$ cat src/rtl/uart_cmd_parser.sv
// ASCII command parser for a stopwatch: S/P/C commands and "Tmmss<CR>" time load.
// Define CMD_ECHO_EN to echo every received byte through a one-entry register to the transmitter.
module uart_cmd_parser #(
    parameter int TIMEOUT_CYC = 1000000
) (
    input  logic       clk,
    input  logic       rst,
    input  logic       rx_done_tick,
    input  logic [7:0] rx_data,
    output logic       cmd_start,
    output logic       cmd_stop,
    output logic       cmd_clear,
    output logic       cmd_load,
    output logic [5:0] load_min,
    output logic [5:0] load_sec,
    output logic       err,
    output logic       busy,
    output logic       tx_start,
    output logic [7:0] tx_data,
    input  logic       tx_busy
);

    localparam int CNT_W = (TIMEOUT_CYC > 2) ? $clog2(TIMEOUT_CYC) : 1;

    typedef enum logic [1:0] {IDLE, DIGIT, TERM} state_e;

    state_e             state_q, state_d;
    logic [1:0]         idx_q, idx_d;
    logic [CNT_W-1:0]   cnt_q, cnt_d;
    logic [3:0]         minTens_q, minTens_d, minUnits_q, minUnits_d;
    logic [3:0]         secTens_q, secTens_d, secUnits_q, secUnits_d;
    logic [5:0]         loadMin_q, loadMin_d, loadSec_q, loadSec_d;
    logic               cmdStart_q, cmdStart_d, cmdStop_q, cmdStop_d;
    logic               cmdClear_q, cmdClear_d, cmdLoad_q, cmdLoad_d;
    logic               err_q, err_d;
    logic               isDigit, timeout;

    function automatic logic [5:0] toBin(input logic [3:0] tens, input logic [3:0] units);
        return 6'(tens) * 6'd10 + 6'(units);
    endfunction

    assign isDigit = (rx_data >= 8'h30) && (rx_data <= 8'h39);
    assign timeout = (cnt_q == CNT_W'(TIMEOUT_CYC - 1));

    always_comb begin
        state_d    = state_q;
        idx_d      = idx_q;
        cnt_d      = cnt_q;
        minTens_d  = minTens_q;
        minUnits_d = minUnits_q;
        secTens_d  = secTens_q;
        secUnits_d = secUnits_q;
        loadMin_d  = loadMin_q;
        loadSec_d  = loadSec_q;
        cmdStart_d = 1'b0;
        cmdStop_d  = 1'b0;
        cmdClear_d = 1'b0;
        cmdLoad_d  = 1'b0;
        err_d      = 1'b0;

        if (rx_done_tick) begin
            cnt_d = '0;
            case (state_q)
                IDLE: begin
                    case (rx_data)
                        8'h53, 8'h73: cmdStart_d = 1'b1;
                        8'h50, 8'h70: cmdStop_d  = 1'b1;
                        8'h43, 8'h63: cmdClear_d = 1'b1;
                        8'h54, 8'h74: begin
                            state_d = DIGIT;
                            idx_d   = 2'd0;
                        end
                        8'h0D, 8'h0A: ;
                        default:      err_d = 1'b1;
                    endcase
                end
                DIGIT: begin
                    // Tens positions (idx 0 and 2) are limited to 0..5.
                    if (!isDigit || (!idx_q[0] && (rx_data[3:0] > 4'd5))) begin
                        err_d   = 1'b1;
                        state_d = IDLE;
                        idx_d   = 2'd0;
                    end else begin
                        case (idx_q)
                            2'd0: minTens_d  = rx_data[3:0];
                            2'd1: minUnits_d = rx_data[3:0];
                            2'd2: secTens_d  = rx_data[3:0];
                            default: begin
                                secUnits_d = rx_data[3:0];
                                state_d    = TERM;
                            end
                        endcase
                        idx_d = idx_q + 2'd1;
                    end
                end
                TERM: begin
                    state_d = IDLE;
                    idx_d   = 2'd0;
                    if (rx_data == 8'h0D) begin
                        cmdLoad_d = 1'b1;
                        loadMin_d = toBin(minTens_q, minUnits_q);
                        loadSec_d = toBin(secTens_q, secUnits_q);
                    end else begin
                        err_d = 1'b1;
                    end
                end
                default: begin
                    state_d = IDLE;
                    idx_d   = 2'd0;
                end
            endcase
        end else if (state_q != IDLE) begin
            // A byte in the expiry cycle takes the branch above, so it always wins.
            if (timeout) begin
                err_d   = 1'b1;
                state_d = IDLE;
                idx_d   = 2'd0;
                cnt_d   = '0;
            end else begin
                cnt_d = cnt_q + CNT_W'(1);
            end
        end

        if ((state_d == IDLE) && (state_q != IDLE)) begin
            minTens_d  = (cmdLoad_d) ? minTens_d : 4'd0;
            minUnits_d = (cmdLoad_d) ? minUnits_d : 4'd0;
            secTens_d  = (cmdLoad_d) ? secTens_d : 4'd0;
            secUnits_d = (cmdLoad_d) ? secUnits_d : 4'd0;
        end
    end

    always_ff @(posedge clk) begin
        if (rst) begin
            state_q    <= IDLE;
            idx_q      <= 2'd0;
            cnt_q      <= '0;
            minTens_q  <= 4'd0;
            minUnits_q <= 4'd0;
            secTens_q  <= 4'd0;
            secUnits_q <= 4'd0;
            loadMin_q  <= 6'd0;
            loadSec_q  <= 6'd0;
            cmdStart_q <= 1'b0;
            cmdStop_q  <= 1'b0;
            cmdClear_q <= 1'b0;
            cmdLoad_q  <= 1'b0;
            err_q      <= 1'b0;
        end else begin
            state_q    <= state_d;
            idx_q      <= idx_d;
            cnt_q      <= cnt_d;
            minTens_q  <= minTens_d;
            minUnits_q <= minUnits_d;
            secTens_q  <= secTens_d;
            secUnits_q <= secUnits_d;
            loadMin_q  <= loadMin_d;
            loadSec_q  <= loadSec_d;
            cmdStart_q <= cmdStart_d;
            cmdStop_q  <= cmdStop_d;
            cmdClear_q <= cmdClear_d;
            cmdLoad_q  <= cmdLoad_d;
            err_q      <= err_d;
        end
    end

    assign cmd_start = cmdStart_q;
    assign cmd_stop  = cmdStop_q;
    assign cmd_clear = cmdClear_q;
    assign cmd_load  = cmdLoad_q;
    assign err       = err_q;
    assign load_min  = loadMin_q;
    assign load_sec  = loadSec_q;
    assign busy      = (state_q != IDLE);

`ifdef CMD_ECHO_EN
    logic [7:0] echo_q, echo_d;
    logic       pending_q, pending_d;

    // A new byte overrides the clear of a byte handed off in the same cycle.
    always_comb begin
        echo_d    = echo_q;
        pending_d = pending_q;
        if (pending_q && !tx_busy) begin
            pending_d = 1'b0;
        end
        if (rx_done_tick) begin
            echo_d    = rx_data;
            pending_d = 1'b1;
        end
    end

    always_ff @(posedge clk) begin
        if (rst) begin
            echo_q    <= 8'd0;
            pending_q <= 1'b0;
        end else begin
            echo_q    <= echo_d;
            pending_q <= pending_d;
        end
    end

    assign tx_start = pending_q && !tx_busy;
    assign tx_data  = echo_q;
`else
    logic unusedTxBusy;
    assign unusedTxBusy = tx_busy;
    assign tx_start     = 1'b0;
    assign tx_data      = 8'd0;
`endif

endmodule

$ cat config.mk
export PLATFORM = sky130hd
export DESIGN_NAME = uart_cmd_parser
export DESIGN_NICKNAME = d
export VERILOG_FILES = /design/src/rtl/uart_cmd_parser.sv
export SDC_FILE = /design/constraint.sdc
export NUM_CORES = 1
export LEC_CHECK = 0
export BUFFER_PORTS_ARGS = -buffer_cell sky130_fd_sc_hd__buf_2
export CAP_MARGIN = 20
export CORE_MARGIN = 2
export CORE_UTILIZATION = 47
export DETAILED_ROUTE_END_ITERATION = 8
export GPL_ROUTABILITY_DRIVEN = 0
export MAX_ROUTING_LAYER = met4
export PLACE_DENSITY = 0.67
export SYNTH_ARGS = -nofsm -noshare
export SYNTH_HDL_FRONTEND = slang
export SYNTH_SLANG_ARGS = --single-unit
$ cat constraint.sdc
create_clock -name clk -period 2.3 [get_ports clk]
set_input_delay 0.23 -clock clk [delete_from_list [all_inputs] [get_ports clk]]
set_output_delay 0.23 -clock clk [all_outputs]
set_load 0.03 [all_outputs]
=== After elaboration in Yosys (flattened, before gate mapping) ===
Cells that the tools add are included.

* Add/subtract/negate cells: 4
* Multipliers: 2
* Magnitude comparators: 3
* Eq/ne operators: 16
* Muxes and demuxes: 51
* Bitwise logic cells: 2
* Reductions and logical operators: 22

{| class="wikitable"
|+ Operators by type and width
! kind !! count
|-
| $mux 4 || 24
|-
| $eq 8x7->1 const B || 8
|-
| $mux 2 || 11
|-
| $add 20x1->20 const B || 1
|-
| $eq 20x20->1 const B || 1
|-
| $mux 20 || 1
|-
| $eq 8x4->1 const B || 2
|-
| $add 6x4->6 || 2
|-
| $mux 1 || 12
|-
| $mul 4x3->5 const B || 2
|-
| $reduce_or 10->1 || 1
|-
| $reduce_or 2->1 || 5
|-
| $ge 8x6->1 const B || 1
|-
| $le 8x6->1 const B || 1
|-
| $pmux 2 s2 || 2
|-
| $logic_not 2->1 || 3
|-
| $reduce_and 3->1 || 2
|-
| $reduce_bool 2->1 || 3
|-
| $reduce_or 3->1 || 2
|-
| $eq 2x1->1 const B || 2
|-
| $eq 2x2->1 const B || 2
|-
| $gt 4x3->1 const B || 1
|-
| $logic_and 1x1->1 || 3
|-
| $ne 3x2->1 const B || 1
|-
| other kinds (5) || 7
|}

* Register bits: 57
* Input bits: 12
* Output and inout bits: 27
* Logic and storage cells: 114

=== Depth between registers and ports, before layout ===
Gate-level depths: netlist (run 1).

* Depth in word-level cells: 10
* Depth in mapped cells: 8

=== Worst setup path before layout (run 1) ===
No wires, ideal clock.

* Path type: reg2reg
* From: register cnt_q[10]
* To: register secUnits_q[0]
* Setup time: 114 ps
* Arrival time: 1890 ps
* Path slack: 296 ps
* Cell stages (with the launch flop): 7
* Path through: dfxtp_1 -> or4b_1 -> nor3_2 -> a41oi_2 -> o41ai_4 -> buf_6 -> nor2_1

* Cells in the longest elaborated chain, start to end: 7

{| class="wikitable"
|+ Ends and longest elaborated chain
! element !! line !! RTL
|-
| from (decl) || 29 || <nowiki>logic [CNT_W-1:0] cnt_q, cnt_d;</nowiki>
|-
| from (signal assigned) || 151 || <nowiki>cnt_q <= cnt_d;</nowiki>
|-
| $eq 20x20->1 || 43 || <nowiki>assign timeout = (cnt_q == CNT_W'(TIMEOUT_CYC - 1));</nowiki>
|-
| $mux 2 || 114 || <nowiki>if (timeout) begin</nowiki>
|-
| $mux 2 || 112 || <nowiki>end else if (state_q != IDLE) begin</nowiki>
|-
| $mux 2 || 61 || <nowiki>if (rx_done_tick) begin</nowiki>
|-
| $logic_not 2->1 || 124 || <nowiki>if ((state_d == IDLE) && (state_q != IDLE)) begin</nowiki>
|-
| $logic_and 1x1->1 || 124 ||
|-
| $mux 4 || 124 ||
|-
| to (signal assigned) || 155 || <nowiki>secUnits_q <= secUnits_d;</nowiki>
|-
| to (decl) || 31 || <nowiki>logic [3:0] secTens_q, secTens_d, secUnits_q, secUnits_d;</nowiki>
|}

No other way between the ends.
A chain may end at the register's enable or synchronous reset.

=== Worst setup path in the final report (run 1) ===
* From: register cnt_q[10]
* To: register secTens_q[3]

* Cells in the longest elaborated chain, start to end: 7

{| class="wikitable"
|+ Ends and longest elaborated chain
! element !! line !! RTL
|-
| $eq 20x20->1 || 43 ||
|-
| $mux 2 || 114 ||
|-
| $mux 2 || 112 ||
|-
| $mux 2 || 61 ||
|-
| $logic_not 2->1 || 124 ||
|-
| $logic_and 1x1->1 || 124 ||
|-
| $mux 4 || 124 ||
|-
| to (signal assigned) || 154 || <nowiki>secTens_q <= secTens_d;</nowiki>
|-
| to (decl) || 31 ||
|}

No other way between the ends.

==> impl_metrics.csv, run 1 <==
group,metric,value,unit
synth,synth_cells,317,
die,die_h,83.6,microns
timing,rsz0062_at_grt,"false",
worst_hold_path,hold_path_class,"in -> reg",
die,start_util,49.4,%
timing,setup_tns,0,ns
detailed_routing,avgViaCountPerCell,5.05,
synth,synth_commonest_cells,"61 x nor2_1, 57 x dfxtp_1, 24 x mux2i_1",
power,p_clk_share,46.2,%
worst_setup_path,critPathMaxFanout,16,
layout,area_growth,13.5,%
clocking,cts_max_level,3,
clocking,cts_max_path_buffers,2,
worst_setup_path,r2r_cells,6,
power,comb_power_share,4.6,%
worst_setup_path,worst_setup_path_end_kind,"flip-flop",
worst_setup_path,required,2.53,ns
die,num_io_pins,39,
placed_design,placed_cells,418,
layout,ff_latch_area,1140,sq um
synth,synth_area_leaders,"dfxtp_1 38%, mux2i_1 8.1%, nor2_1 7.7%",
power,p_leak,1.32,nW
synth,avgSynthCellArea,9.39,sq um
synth,synth_warnings,0,
global_route,antenna_found_initial,0,
timing,setup_viol,0,
worst_hold_path,hold_depth,2,
detailed_routing,top_layer_used,"met4",
global_route,grt_pass1_wl,9.74,mm
synth,synth_most_common_cell,"nor2_1",
worst_setup_path,crit_chain,"or4b_1 > nor3_2 > a41oi_2 > o41ai_4 > buf_12 > nor2_1",
layout,final_util,56.1,%
worst_setup_path,crit_cells,6,
global_route,overflow,0,
detailed_routing,vias,2188,
synth,synth_seq_cells,57,
timing,max_freq,482,MHz
clocking,cts.sinks,57,
timing,holdWs,0.125,ns
synth,synth.top_cell.area_share,38.3,%
synth,synth.distinct_cells,51,
timing,post-route-period-util,90.1,%
timing,relSlewSlack,62.7,%
layout,drive_gt1_share,18.2,%
timing,period_minus_slack,2.07,ns
die,dieArea,6990,sq um
clocking,cts_root_buf,"clkbuf_8",
layout,multi_input_area,1650,sq um
detailed_routing,wl_met3,165,microns
power,swShare,22.3,%
timing,finalHoldViolations,0,
synth,synthFlopType,"dfxtp_1",
synth,syn_area,2980,sq um
detailed_routing,ant_nets,0,
placed_design,hpwl,4.02,mm
power,share_seq_of_total_power,49.1,%
clocking,clk_latency,0.34,ns
synth,synthArstFlopShare,0,%
detailed_routing,route.met2.wl,2.53,mm
layout,fin_nets,385,
global_route,grt_pass1_vias,2063,
power,peakVddDrop,0.000296,V
layout,finalNonFillerCells,433,
worst_setup_path,path_buf_inv,1,
clocking,path_clk_slew,0.07,ns
detailed_routing,m1WireLength,2.80,mm
status,outcome,"completed",
die,coreArea,6030,sq um
timing,skew,0.00898,ns
run,cap_violations,0,
worst_setup_path,cpPeakStageDelay,0.54,ns
placed_design,numPortBuffers,28,
global_route,grt_max_degree,20,
worst_setup_path,worst_setup_path_start_kind,"flip-flop",
layout,diodes,0,
clocking,numCtsBuffers,9,
worst_setup_path,worst_ep_arrival_time,2.30,ns
power,switchingPower,0.000449,W
clocking,post_cts_resized,0,
worst_setup_path,worstSetupPathType,"reg -> reg",
worst_setup_path,cp_top_family,"simple AND/OR/NAND/NOR gates",
die,num_rows,28,
synth,yosysSeqAreaShare,38.3,%
timing,finalMaxSlewViolations,0,
detailed_routing,drtPass1Iterations,4,
clocking,cts-hold-fix-buffers,0,
detailed_routing,wl,5.58,mm
power,p_per_area,596,nW/um^2
layout,fillers,576,
detailed_routing,detail_route.wl_per_cell,12.9,microns
global_route,grt_util_all_layers,17.7,%
die,die_w,83.6,microns
detailed_routing,dr.first_iter.drc_count,86,
detailed_routing,remaining_drc_errors,0,
synth,synth_top_cell_by_area,"dfxtp_1",
clocking,cts_tree,"yes",
power,p_int,0.00156,W
clocking,post_cts_buffers,0,
worst_setup_path,cp_slowest_cell,"or4b_1",
timing,worstMarginPinSlew,0.555,ns
synth,synth-edff-count,0,
logic make-up after synthesis:
logic type / after synthesis / share of synthesized area [%]
AOI/OAI and AO/OA: 27 / 7.94
other: 1 / 0.126
and+or+nand+nor: 122 / 21.2
muxes: 24 / 8.07
xor gates and xnor gates: 29 / 8.53
DFF: 57 / 38.3
adders and majority gates: 19 / 8.49
buffers and inverters: 38 / 7.27
final cells by class:
class	instances	area share (%)
multi-input cells	230	48.8
flip-flops and latches	57	33.8
repair buffers	39	6.96
clock buffers	12	4.59
well taps	75	2.78
inverters	17	1.89
clock inverters	3	1.19
per-layer routing:
metal  vias to the layer above  GRT usage (%)
met5                         -              -
met1                      1014           22.2
met3                        10           5.64
met2                        33           26.8
li1                       1131              -
met4                         0           6.30
flip-flops by register name (all words and copies together), names as in the netlist:
signal      cells
idx_q           2
minUnits_q      4
cmd_stop        1
secTens_q       4
load_sec        6
secUnits_q      4
err             1
cmd_load        1
cnt_q          20
minTens_q       4
cmd_clear       1
cmd_start       1
state_q         2
load_min        6
final timing paths:
| check | startpoint | end | slack (ns) |
|---|---|---|---|
| worst max-delay path | cnt_q[10] | secTens_q[3] | 0.23 |
| worst min-delay path | rx_data[4] | cmd_clear | 0.12 |
| worst max register to register | cnt_q[10] | secTens_q[3] | 0.23 |
| worst min register to register | load_sec[0] | load_sec[0] | 0.49 |
cells in the final DEF (no fill, tap or decap), types with 2 or more instances in the layout:
cell      synthesis  routed
nor3b_1           3       3
buf_2             0      28
inv_1            17      17
buf_4             9      10
dfxtp_1          57      57
clkinv_2          0       2
nand3b_1          2       2
clkbuf_8          0      11
nor2_1           61      61
nor3_1            7       7
conb_1            1       9
a211oi_2          4       4
xnor2_1          17      17
and3_1            2       2
nand2b_1          8       8
a211oi_1          2       2
xor2_1           12      12
a21oi_1           5       5
nor2b_1           2       2
nand2_1          10      10
mux2i_1          24      24
ha_1             17      17
nor4_1            2       2
o211ai_1          2       2
nand4_1           6       6
a21o_1            2       2
nand3_1           5       5
fa_1              2       2
o21ai_0           4       4
worst reg2reg max path: stages (launching register included):
cell and delay, ns:
dfxtp_1 0.37, or4b_1 0.54, nor3_2 0.19, a41oi_2 0.21, o41ai_4 0.42, buf_12 0.19
nor2_1 0.06
stage by stage:
| stage | power [W] | cell area (sq um) | setup WS [ns] |
|---|---|---|---|
| 3_3_place_gp | 0.00110 | 3180 | 0.258 |
| 5_1_grt | 0.00209 | 3380 | 0.137 |
| 3_5_place_dp | 0.00110 | 3180 | 0.228 |
| 4_1_cts | 0.00204 | 3380 | 0.201 |
| 2_1_floorplan | 0.00108 | 3010 | 0.296 |
| 6_report | 0.00201 | 3380 | 0.227 |
power groups by stage:
stage / clock, W / combinational, W / sequential, W
after floorplan: 0 / 0.0000716 / 0.00101
after global placement: 0 / 0.0000919 / 0.00101
after detailed placement: 0 / 0.0000927 / 0.00101
after CTS: 0.000960 / 0.0000928 / 0.000989
after global routing: 0.00100 / 0.000101 / 0.000988
final: 0.000930 / 0.0000928 / 0.000989
No activity file was read; power rests on OpenSTA's default activity.
==> inputs of run 2 (changes only) <==
Settings changed: BUFFER_PORTS_ARGS -buffer_cell sky130_fd_sc_hd__buf_2 to not set, CTS_BUF_LIST set to sky130_fd_sc_hd__clkbuf_2, DONT_BUFFER_PORTS set to 1, PLACE_DENSITY 0.67 to not set.
==> impl_metrics.csv, run 2 (synthesis gave the netlist of run 1 again) <==
group,metric,value,unit
worst_hold_path,hold_depth,2,
global_route,antenna_found_initial,0,
timing,setup_tns,0,ns
clocking,post_cts_resized,0,
worst_setup_path,critPathMaxFanout,16,
timing,finalMaxSlewViolations,0,
layout,diodes,0,
power,p_per_area,488,nW/um^2
layout,finalNonFillerCells,412,
die,coreArea,6030,sq um
status,outcome,"completed",
worst_setup_path,required,2.68,ns
worst_hold_path,hold_path_class,"in -> reg",
die,num_rows,28,
detailed_routing,avgViaCountPerCell,5.20,
layout,final_common_cell,"nor2_1",
die,num_io_pins,39,
global_route,grt_pass1_vias,2102,
global_route,overflow,0,
die,dieArea,6990,sq um
layout,top_register,"cnt_q",
power,p_leak,1.16,nW
detailed_routing,remaining_drc_errors,0,
timing,rsz0062_at_grt,"false",
die,start_util,49.4,%
timing,period_minus_slack,2.09,ns
detailed_routing,detail_route.wl_per_cell,14.2,microns
timing,skew,0.0270,ns
clocking,cts_max_level,3,
detailed_routing,vias,2141,
detailed_routing,dr.first_iter.drc_count,75,
clocking,numCtsBuffers,9,
worst_setup_path,worstSetupPathType,"reg -> reg",
detailed_routing,wl,5.85,mm
placed_design,hpwl,4.01,mm
worst_setup_path,worst_setup_path_start_kind,"flip-flop",
detailed_routing,ant_nets,0,
timing,worstMarginPinSlew,0.886,ns
worst_setup_path,worst_setup_path_end_kind,"flip-flop",
timing,setup_viol,0,
global_route,grt_max_degree,21,
clocking,clk_latency,0.48,ns
worst_setup_path,worst_ep_arrival_time,2.47,ns
timing,relSlewSlack,40.8,%
worst_setup_path,r2r-end,"minTens_q[2]",
timing,finalHoldViolations,0,
placed_design,numPortBuffers,0,
worst_hold_path,hold_end,"idx_q[1]",
die,die_w,83.6,microns
power,peakVddDrop,0.000274,V
clocking,cts_root_buf,"clkbuf_2",
run,cap_violations,0,
global_route,grt_pass1_wl,10.3,mm
worst_setup_path,r2r-start,"cnt_q[6]",
die,die_h,83.6,microns
worst_setup_path,r2r_cells,6,
timing,post-route-period-util,90.9,%
worst_hold_path,hp-start,"rx_done_tick",
layout,fillers,563,
global_route,grt_util_all_layers,18.8,%
layout,largest_reg_flops,20,
clocking,cts_max_path_buffers,2,
placed_design,placed_cells,387,
layout,drive_gt1_share,9.50,%
layout,area_growth,7.31,%
layout,fin_nets,364,
clocking,path_clk_slew,0.16,ns
clocking,cts_tree,"yes",
timing,max_freq,478,MHz
detailed_routing,drtPass1Iterations,4,
layout,final_cell_mix,"61 x nor2_1, 57 x dfxtp_1, 24 x mux2i_1",
clocking,cts.sinks,57,
worst_setup_path,reg2reg_slack,0.21,ns
[run 2: cell types whose count changed in the layout (fill, tap and decap cells not counted), sizes merged]
cell and change:
clkinv +2, clkinvlp +1, clkbuf -2, buf -31, bufinv -1, dlygate4sd3 +10
[run 2: worst max-delay path by stage]
| stage | endpoint | from | slack [ns] |
|---|---|---|---|
| floorplan | secUnits_q[0] | cnt_q[10] | 0.30 |
| global placement | minUnits_q[0] | cnt_q[10] | 0.26 |
| detailed placement | minUnits_q[0] | cnt_q[10] | 0.23 |
| CTS | minTens_q[0] | cnt_q[6] | 0.21 |
| global route | minTens_q[0] | cnt_q[6] | 0.11 |
| finish | minTens_q[2] | cnt_q[6] | 0.21 |
[run 2: repair_timing]
action | CTS | global route
hold endpoints to repair | 37 | 0
setup buffers | 0 | 0
hold buffers | 10 | 0
[run 2: routing by layer]
| metal | track usage, % | wire length (microns) |
|---|---|---|
| met4 | 5.28 | 61 |
| met2 | 29.7 | 2760 |
| met5 | - | 0 |
| met1 | 23.4 | 2760 |
| met3 | 5.84 | 267 |
[run 2: critical path, stage by stage (launching register included)]
cell     delay (ns)
dfxtp_1        0.37
or4b_1         0.56
nor3_2         0.18
a41oi_2        0.21
o41ai_4        0.43
buf_12         0.19
nor2_1         0.05
[run 2: cell type report]
type                    instances  area (sq um)  area share (%)
clock buffers                  10          50.0            1.57
clock inverters                 5          23.8           0.744
inverters                      17          63.8            2.00
multi-input cells             230          1650            51.6
flip-flops and latches         57          1140            35.7
well taps                      75          93.8            2.94
repair buffers                 18           173            5.41
[run 2: power breakdown]
group	leakage, nW	switching (W)	internal, W
logic	0.651	0.0000570	0.0000266
registers	0.459	0.00000286	0.000989
clock network	0.0503	0.000355	0.000129
total	1.16	0.000415	0.00114
[run 2: per-stage QoR]
stage          hold WS [ns]  power, W  setup slack, ns  cell area [sq um]  utilization (%)
3_5_place_dp          0.301   0.00107            0.228               3020             50.1
2_1_floorplan         0.306   0.00108            0.296               3010                -
6_report             0.0534   0.00156            0.208               3190             53.0
3_3_place_gp          0.301   0.00107            0.261               3020             50.1
5_1_grt              0.0133   0.00164            0.115               3190             53.0
4_1_cts              0.0155   0.00158            0.215               3190             53.0
